==> src/rtl/cpu_if.sv <==
// Bus bundle between the instruction source and cpu_top.
// Carries the instruction word in, the result out, and optional flags.
interface cpu_if;
   logic [15:0] datain;
   logic [15:0] dataout;
`ifdef CPU_FLAGS_EN
   logic [1:0]  flags;
`endif

`ifdef CPU_FLAGS_EN
   modport master (output datain, input dataout, input flags);
   modport slave  (input datain, output dataout, output flags);
`else
   modport master (output datain, input dataout);
   modport slave  (input datain, output dataout);
`endif
endinterface

==> src/rtl/cpu_top.sv <==
// Single-cycle 16-bit core with an 8 x 16 register file.
// Optional macro CPU_FLAGS_EN adds {carry, zero} flags for ADD/SUB/ADDI.
module cpu_top (
   input logic clk,
   input logic rst,
   cpu_if.slave bus
);

   localparam logic [3:0] OP_LDI  = 4'b0000;
   localparam logic [3:0] OP_LUI  = 4'b0001;
   localparam logic [3:0] OP_ADD  = 4'b0010;
   localparam logic [3:0] OP_SUB  = 4'b0011;
   localparam logic [3:0] OP_AND  = 4'b0100;
   localparam logic [3:0] OP_OR   = 4'b0101;
   localparam logic [3:0] OP_XOR  = 4'b0110;
   localparam logic [3:0] OP_NOT  = 4'b0111;
   localparam logic [3:0] OP_SHL  = 4'b1000;
   localparam logic [3:0] OP_SHR  = 4'b1001;
   localparam logic [3:0] OP_ADDI = 4'b1010;
   localparam logic [3:0] OP_OUT  = 4'b1011;

   logic [15:0] regs_q [8];
   logic [15:0] regs_d [8];
   logic [15:0] dataout_q, dataout_d;

   logic [3:0]  opcode;
   logic [2:0]  rd, rs1, rs2;
   logic [8:0]  imm9;
   logic [5:0]  imm6;
   logic [3:0]  sh;
   logic [15:0] a, b;
   logic [16:0] sum17;
   logic [15:0] result;
   logic        wr_en;

   assign opcode = bus.datain[15:12];
   assign rd     = bus.datain[11:9];
   assign rs1    = bus.datain[8:6];
   assign rs2    = bus.datain[5:3];
   assign imm9   = bus.datain[8:0];
   assign imm6   = bus.datain[5:0];
   assign sh     = bus.datain[3:0];
   assign a      = regs_q[rs1];
   assign b      = regs_q[rs2];

   // Decode and compute the result of the presented instruction.
   always_comb begin
      result = 16'h0000;
      sum17  = 17'h00000;
      wr_en  = 1'b0;
      case (opcode)
         OP_LDI: begin
            result = {7'b0, imm9};
            wr_en  = 1'b1;
         end
         OP_LUI: begin
            result = {imm9[6:0], 9'b0};
            wr_en  = 1'b1;
         end
         OP_ADD: begin
            sum17  = {1'b0, a} + {1'b0, b};
            result = sum17[15:0];
            wr_en  = 1'b1;
         end
         OP_SUB: begin
            sum17  = {1'b0, a} - {1'b0, b};
            result = sum17[15:0];
            wr_en  = 1'b1;
         end
         OP_AND: begin
            result = a & b;
            wr_en  = 1'b1;
         end
         OP_OR: begin
            result = a | b;
            wr_en  = 1'b1;
         end
         OP_XOR: begin
            result = a ^ b;
            wr_en  = 1'b1;
         end
         OP_NOT: begin
            result = ~a;
            wr_en  = 1'b1;
         end
         OP_SHL: begin
            result = a << sh;
            wr_en  = 1'b1;
         end
         OP_SHR: begin
            result = a >> sh;
            wr_en  = 1'b1;
         end
         OP_ADDI: begin
            sum17  = {1'b0, a} + {11'b0, imm6};
            result = sum17[15:0];
            wr_en  = 1'b1;
         end
         OP_OUT: begin
            result = a;
         end
         default: begin
            result = 16'h0000;
         end
      endcase
   end

   // Next-state for registers and the output latch.
   always_comb begin
      regs_d    = regs_q;
      dataout_d = dataout_q;
      if (wr_en) begin
         regs_d[rd] = result;
         dataout_d  = result;
      end else if (opcode == OP_OUT) begin
         dataout_d = result;
      end
   end

   // Architectural state update, synchronous reset.
   always_ff @(posedge clk) begin
      if (rst) begin
         for (int i = 0; i < 8; i++) regs_q[i] <= 16'h0000;
         dataout_q <= 16'h0000;
      end else begin
         for (int i = 0; i < 8; i++) regs_q[i] <= regs_d[i];
         dataout_q <= dataout_d;
      end
   end

   assign bus.dataout = dataout_q;

`ifdef CPU_FLAGS_EN
   logic [1:0] flags_q, flags_d;
   logic       arith;

   assign arith = (opcode == OP_ADD) || (opcode == OP_SUB) ||
                  (opcode == OP_ADDI);

   // Carry/borrow and zero from the arithmetic ops only.
   always_comb begin
      flags_d = flags_q;
      if (arith) flags_d = {sum17[16], (result == 16'h0000)};
   end

   // Flag register, synchronous reset.
   always_ff @(posedge clk) begin
      if (rst) flags_q <= 2'b00;
      else     flags_q <= flags_d;
   end

   assign bus.flags = flags_q;
`endif

endmodule

==> src/flat_wrapper.sv <==
// flat-port wrapper written by rule: the top's interface ports become plain ports
module cpu_top_flat 
  (clk, rst, bus_datain, bus_dataout);
  cpu_if bus_i ();
  input logic clk;
  input logic rst;
  input wire logic [$bits(bus_i.datain)-1:0] bus_datain;
  output wire logic [$bits(bus_i.dataout)-1:0] bus_dataout;
  assign bus_i.datain = bus_datain;
  assign bus_dataout = bus_i.dataout;
  cpu_top u_core (.clk(clk), .rst(rst), .bus(bus_i));
endmodule
==> config.mk <==
export PLATFORM = sky130hd
export DESIGN_NAME = cpu_top_flat
export DESIGN_NICKNAME = d
export VERILOG_FILES = /design/src/rtl/cpu_if.sv /design/src/rtl/cpu_top.sv /design/src/flat_wrapper.sv
export SDC_FILE = /design/constraint.sdc
export NUM_CORES = 1
export LEC_CHECK = 0
export ABC_AREA = 1
export CORE_MARGIN = 10
export CORE_UTILIZATION = 45
export CTS_CLUSTER_SIZE = 8
export DETAILED_ROUTE_END_ITERATION = 8
export PLACE_DENSITY_LB_ADDON = 0.25
export SLEW_MARGIN = 20
export SYNTH_ARGS = -nofsm -noshare
export SYNTH_HDL_FRONTEND = slang
export SYNTH_SLANG_ARGS = --single-unit
==> constraint.sdc <==
create_clock -name clk -period 5.7 [get_ports clk]
set_input_delay 1.14 -clock clk [delete_from_list [all_inputs] [get_ports clk]]
set_output_delay 1.14 -clock clk [all_outputs]
set_load 0.01 [all_outputs]
==> flow_metrics.tcl <==
set metrics [dict create \
    ys_seq_area_share_pct 24.07 \
    floorplan.initialDensity_pct 45.83 \
    netlist_top_cells_count "435 x nand2_1, 228 x inv_1, 218 x nand3_1" \
    seq_power_share_pct 33.0 \
    synth.cell_area_um2 11980 \
    synth_edf_count 0 \
    final_hold_viol_count 0 \
    avg_inst_size_synth_um2 6.202 \
    area_of_the_die_um2 33540 \
    postCtsResizedCells 0 \
    worst_pin_slew_ps 1157 \
    vias_after_detailed_routing 13260 \
    yosys.area_share.xor_xnor_pct 0.2194 \
    cts_inserted_buffers 17 \
    post_synth_and_or_nand_nor_area_fraction_pct 35.48 \
    synth_compound_area_share_pct 21.27 \
    ys_ff_latch 144 \
    antenna-diode-count 0 \
    unrepaired_setup_endpoints_after_global_routing "false" \
    critical_path.cell_chain "clkdlybuf4s50_1 -> buf_4 -> nand3_1 -> nand2_1 -> ha_1 -> nand2_1 -> nor2_1 -> nand2_1 -> nor3_1 -> nand3_1 -> nand2_1 -> o21ai_0 -> ha_1 -> nand2_1 -> o311ai_0 -> a21oi_1 -> a21oi_2 -> buf_4 -> nand3_1 -> nand2_1 -> inv_1" \
    drt_pass1_iterations 8 \
    postCtsHoldBufs 0 \
    std_cell_rows 59 \
    cp.arrival_ps 5460 \
    timing.final.crit_period_ps 5130 \
    place_ws_ps 261.7 \
    vdd_ir_drop_max_uv 182.2 \
    power.combinational.fraction_pct 30.8 \
    ys_types 61 \
    route.detailed.drc 0 \
    setup_tns_ps 0 \
    worst_setup_path_class "in2reg" \
    cpLargestDelayFamily "simple AND/OR/NAND/NOR gates" \
    synthArstFlopShare_pct 0 \
    drt.antenna.violating_nets 0 \
    switching_share_pct 36.11 \
    floorplan.die.width_um 183.1 \
    wl_mm 45.41 \
    synth.most_common_cell "nand2_1" \
    place_congestion 1.010 \
    fillers 2708 \
    core_um2 26130 \
    die_h_um 183.1 \
    synth_top_family_by_area "simple AND/OR/NAND/NOR gates" \
    clock_power_share_pct 36.2 \
    cell_seen_most_often_among_critical_path_stages "nand2_1" \
    timing.final.crit_share_pct 90.01 \
    synth_top_cells_by_area "dfxtp_1 24%, nand2_1 14%, nand3_1 9.1%" \
    cts_setup_buffers 0 \
    vias_per_cell 5.845 \
    wl_per_cell_um 20.02 \
    drv_cap 0 \
    dp.final_hpwl_mm 31.40 \
    pwr_density_cell_nw_per_um2 254.5 \
    worst_setup_hold_path_clk_slew_ps 60 \
    finish.net_count 1988 \
    insertion_delay_ps 430 \
    synth.largest_area_cell "dfxtp_1" \
    status "finished, final reports clean" \
    worst_clock_skew_ps 7.491 \
    clock_tree.buffer_depth 2 \
    clock_tree.htree_level_count 4 \
    grt_remaining_overflow 0 \
    setup-violations-final 0 \
    synthesized_area_fraction_occupied_by_adder_cells_pct 5.286 \
    cts.root.buffer_cell "clkbuf_16" \
    timing.critical_path.slowest_cell_delay_ps 570 \
    dr.first_iter.drc_count 1824 \
    max_freq_ghz 0.1949 \
    postSynthNetCount 1999 \
    p_leak_nw 6.043 \
    slew-limit-headroom_pct 22.08 \
    ys_warn_count 0 \
    hold_path_class "reg2reg" \
    cts.sink_count 144 \
    worstSetupStartpointType "input pin" \
    intPower_mw 2.123 \
    setup_slack_ps 569.5 \
    post_synth_mux_area_share_pct 0 \
    postSynth.topFlopCell "dfxtp_1" \
    p_switching_mw 1.200 \
    grt_pass1_wl_mm 70.24 \
    cp_num_buf_inv 4 \
    synth_top_cell_area_share_pct 24.07 \
    buffer_ports.inserted 33 \
    cts_tree "yes" \
    synthesis.instances 1931 \
    drive_above_1_share_pct 11.28 \
    timing.critical_path.required_ps 6030 \
    syn2layout_area_growth_pct 9.016 \
    first_global_vias 12130 \
    gr-usage-all-layers_pct 26.53 \
    worst_setup_path_end_kind "flop" \
    maxSlewViolCount 0 \
    top_level_ports 34 \
    grt_antenna_before_repair 0 \
    grt_max_degree 94 \
    crit_path_max_fanout 17 \
    critPathSlowestCell "o311ai_0" \
]
[cell families after synthesis]
kind of cell,Yosys count
AND/OR/NAND/NOR,956
AO/OA/AOI/OAI,413
buffers and inverters,365
flip-flops,144
adder cells (fa/ha/maj),50
XOR/XNOR,3
[state kept, by name, indices dropped and copies added, names as in the netlist]
| signal | cells |
|---|---|
| u_core.bus.dataout | 16 |
| u_core.regs_q | 128 |
[final cells by class]
class / instances / area [um2] / area share [%]
timing repair buffer: 89 / 748.2 / 5.731
inverter: 246 / 930.9 / 7.130
multi-input combinational: 1422 / 7456 / 57.11
sequential: 144 / 2883 / 22.08
clock buffer: 19 / 432.9 / 3.316
clock inverter: 13 / 186.4 / 1.428
tap: 335 / 419.2 / 3.210
[layout by cell type, fill, tap and decap left out, types with 3 or more instances in the layout]
| cell | n |
|---|---|
| o211ai_2 | 8 |
| a21oi_1 | 112 |
| nor2_2 | 4 |
| o21ai_1 | 26 |
| or2_2 | 4 |
| a21oi_2 | 22 |
| nor2_8 | 3 |
| nand2_1 | 435 |
| clkdlybuf4s50_1 | 29 |
| buf_4 | 57 |
| clkinvlp_4 | 4 |
| a221oi_1 | 10 |
| nor2_1 | 212 |
| inv_2 | 14 |
| nand3_2 | 8 |
| o21ai_2 | 12 |
| inv_1 | 227 |
| o31ai_1 | 4 |
| nand4_1 | 11 |
| o22ai_1 | 3 |
| and2_1 | 4 |
| clkbuf_16 | 17 |
| ha_1 | 49 |
| o2111ai_1 | 5 |
| clkinv_1 | 4 |
| nand3_1 | 218 |
| bufinv_16 | 4 |
| nor3_1 | 8 |
| nand2_2 | 31 |
| dfxtp_1 | 144 |
| a31oi_1 | 11 |
| o221ai_1 | 6 |
| nor2_4 | 3 |
| and2_4 | 5 |
| o21ai_0 | 144 |
| nand4_4 | 3 |
| o211ai_1 | 35 |
[power by group through the flow]
| stage | Sequential [mW] | Clock, mW | Combinational, mW |
|---|---|---|---|
| 3_3_place_gp | 1.12 | 0 | 0.988 |
| 3_5_place_dp | 1.12 | 0 | 0.995 |
| 6_report | 1.10 | 1.20 | 1.02 |
| 5_1_grt | 1.10 | 1.25 | 1.12 |
| 2_1_floorplan | 1.11 | 0 | 0.698 |
| 4_1_cts | 1.10 | 1.20 | 1.00 |
[stage by stage]
step                      hold WS, ps  util, %  area [um2]  power [mW]  instances
after floorplan                 490.0        -       11980       1.811       1931
after detailed placement        479.9    47.59       12440       2.111       2236
after global routing            529.4    49.96       13060       3.472       2268
after global placement          473.4    47.59       12440       2.104       2236
final                           497.2    49.96       13060       3.323       2268
after CTS                       498.5    49.96       13060       3.301       2268
[layer usage]
metal,share of wire (%),up-vias,GRT usage (%)
met5,0,-,0
met4,4.1,0,11.57
met3,10,113,5.119
met2,44,761,41.48
met1,42,6098,34.85
li1,-,6285,-
[final timing paths]
| kind | from | depth (start not counted) | end | slack [ps] |
|---|---|---|---|---|
| setup / recovery | bus_datain[5] | 21 | u_core.regs_q[28] | 570 |
| hold / removal | u_core.bus.dataout[9] | 2 | u_core.bus.dataout[9] | 500 |
| setup reg to reg | u_core.regs_q[33] | 22 | u_core.regs_q[28] | 1660 |
| hold reg to reg | u_core.bus.dataout[9] | 2 | u_core.bus.dataout[9] | 500 |
[worst register-to-register path: stages (launching register included)]
cell and delay [ps]:
dfxtp_1 310, inv_1 70, nand2_1 60, nand3_1 100, nand3_1 140, nand2_1 260, ha_1 240, nand2_1 80
nor2_1 160, nand2_1 90, nor3_1 200, nand3_1 90, nand2_1 150, o21ai_0 100, ha_1 350, nand2_1 130
o311ai_0 570, a21oi_1 190, a21oi_2 180, buf_4 220, nand3_1 110, nand2_1 80, inv_1 40
(Power assumes the default switching activity.)
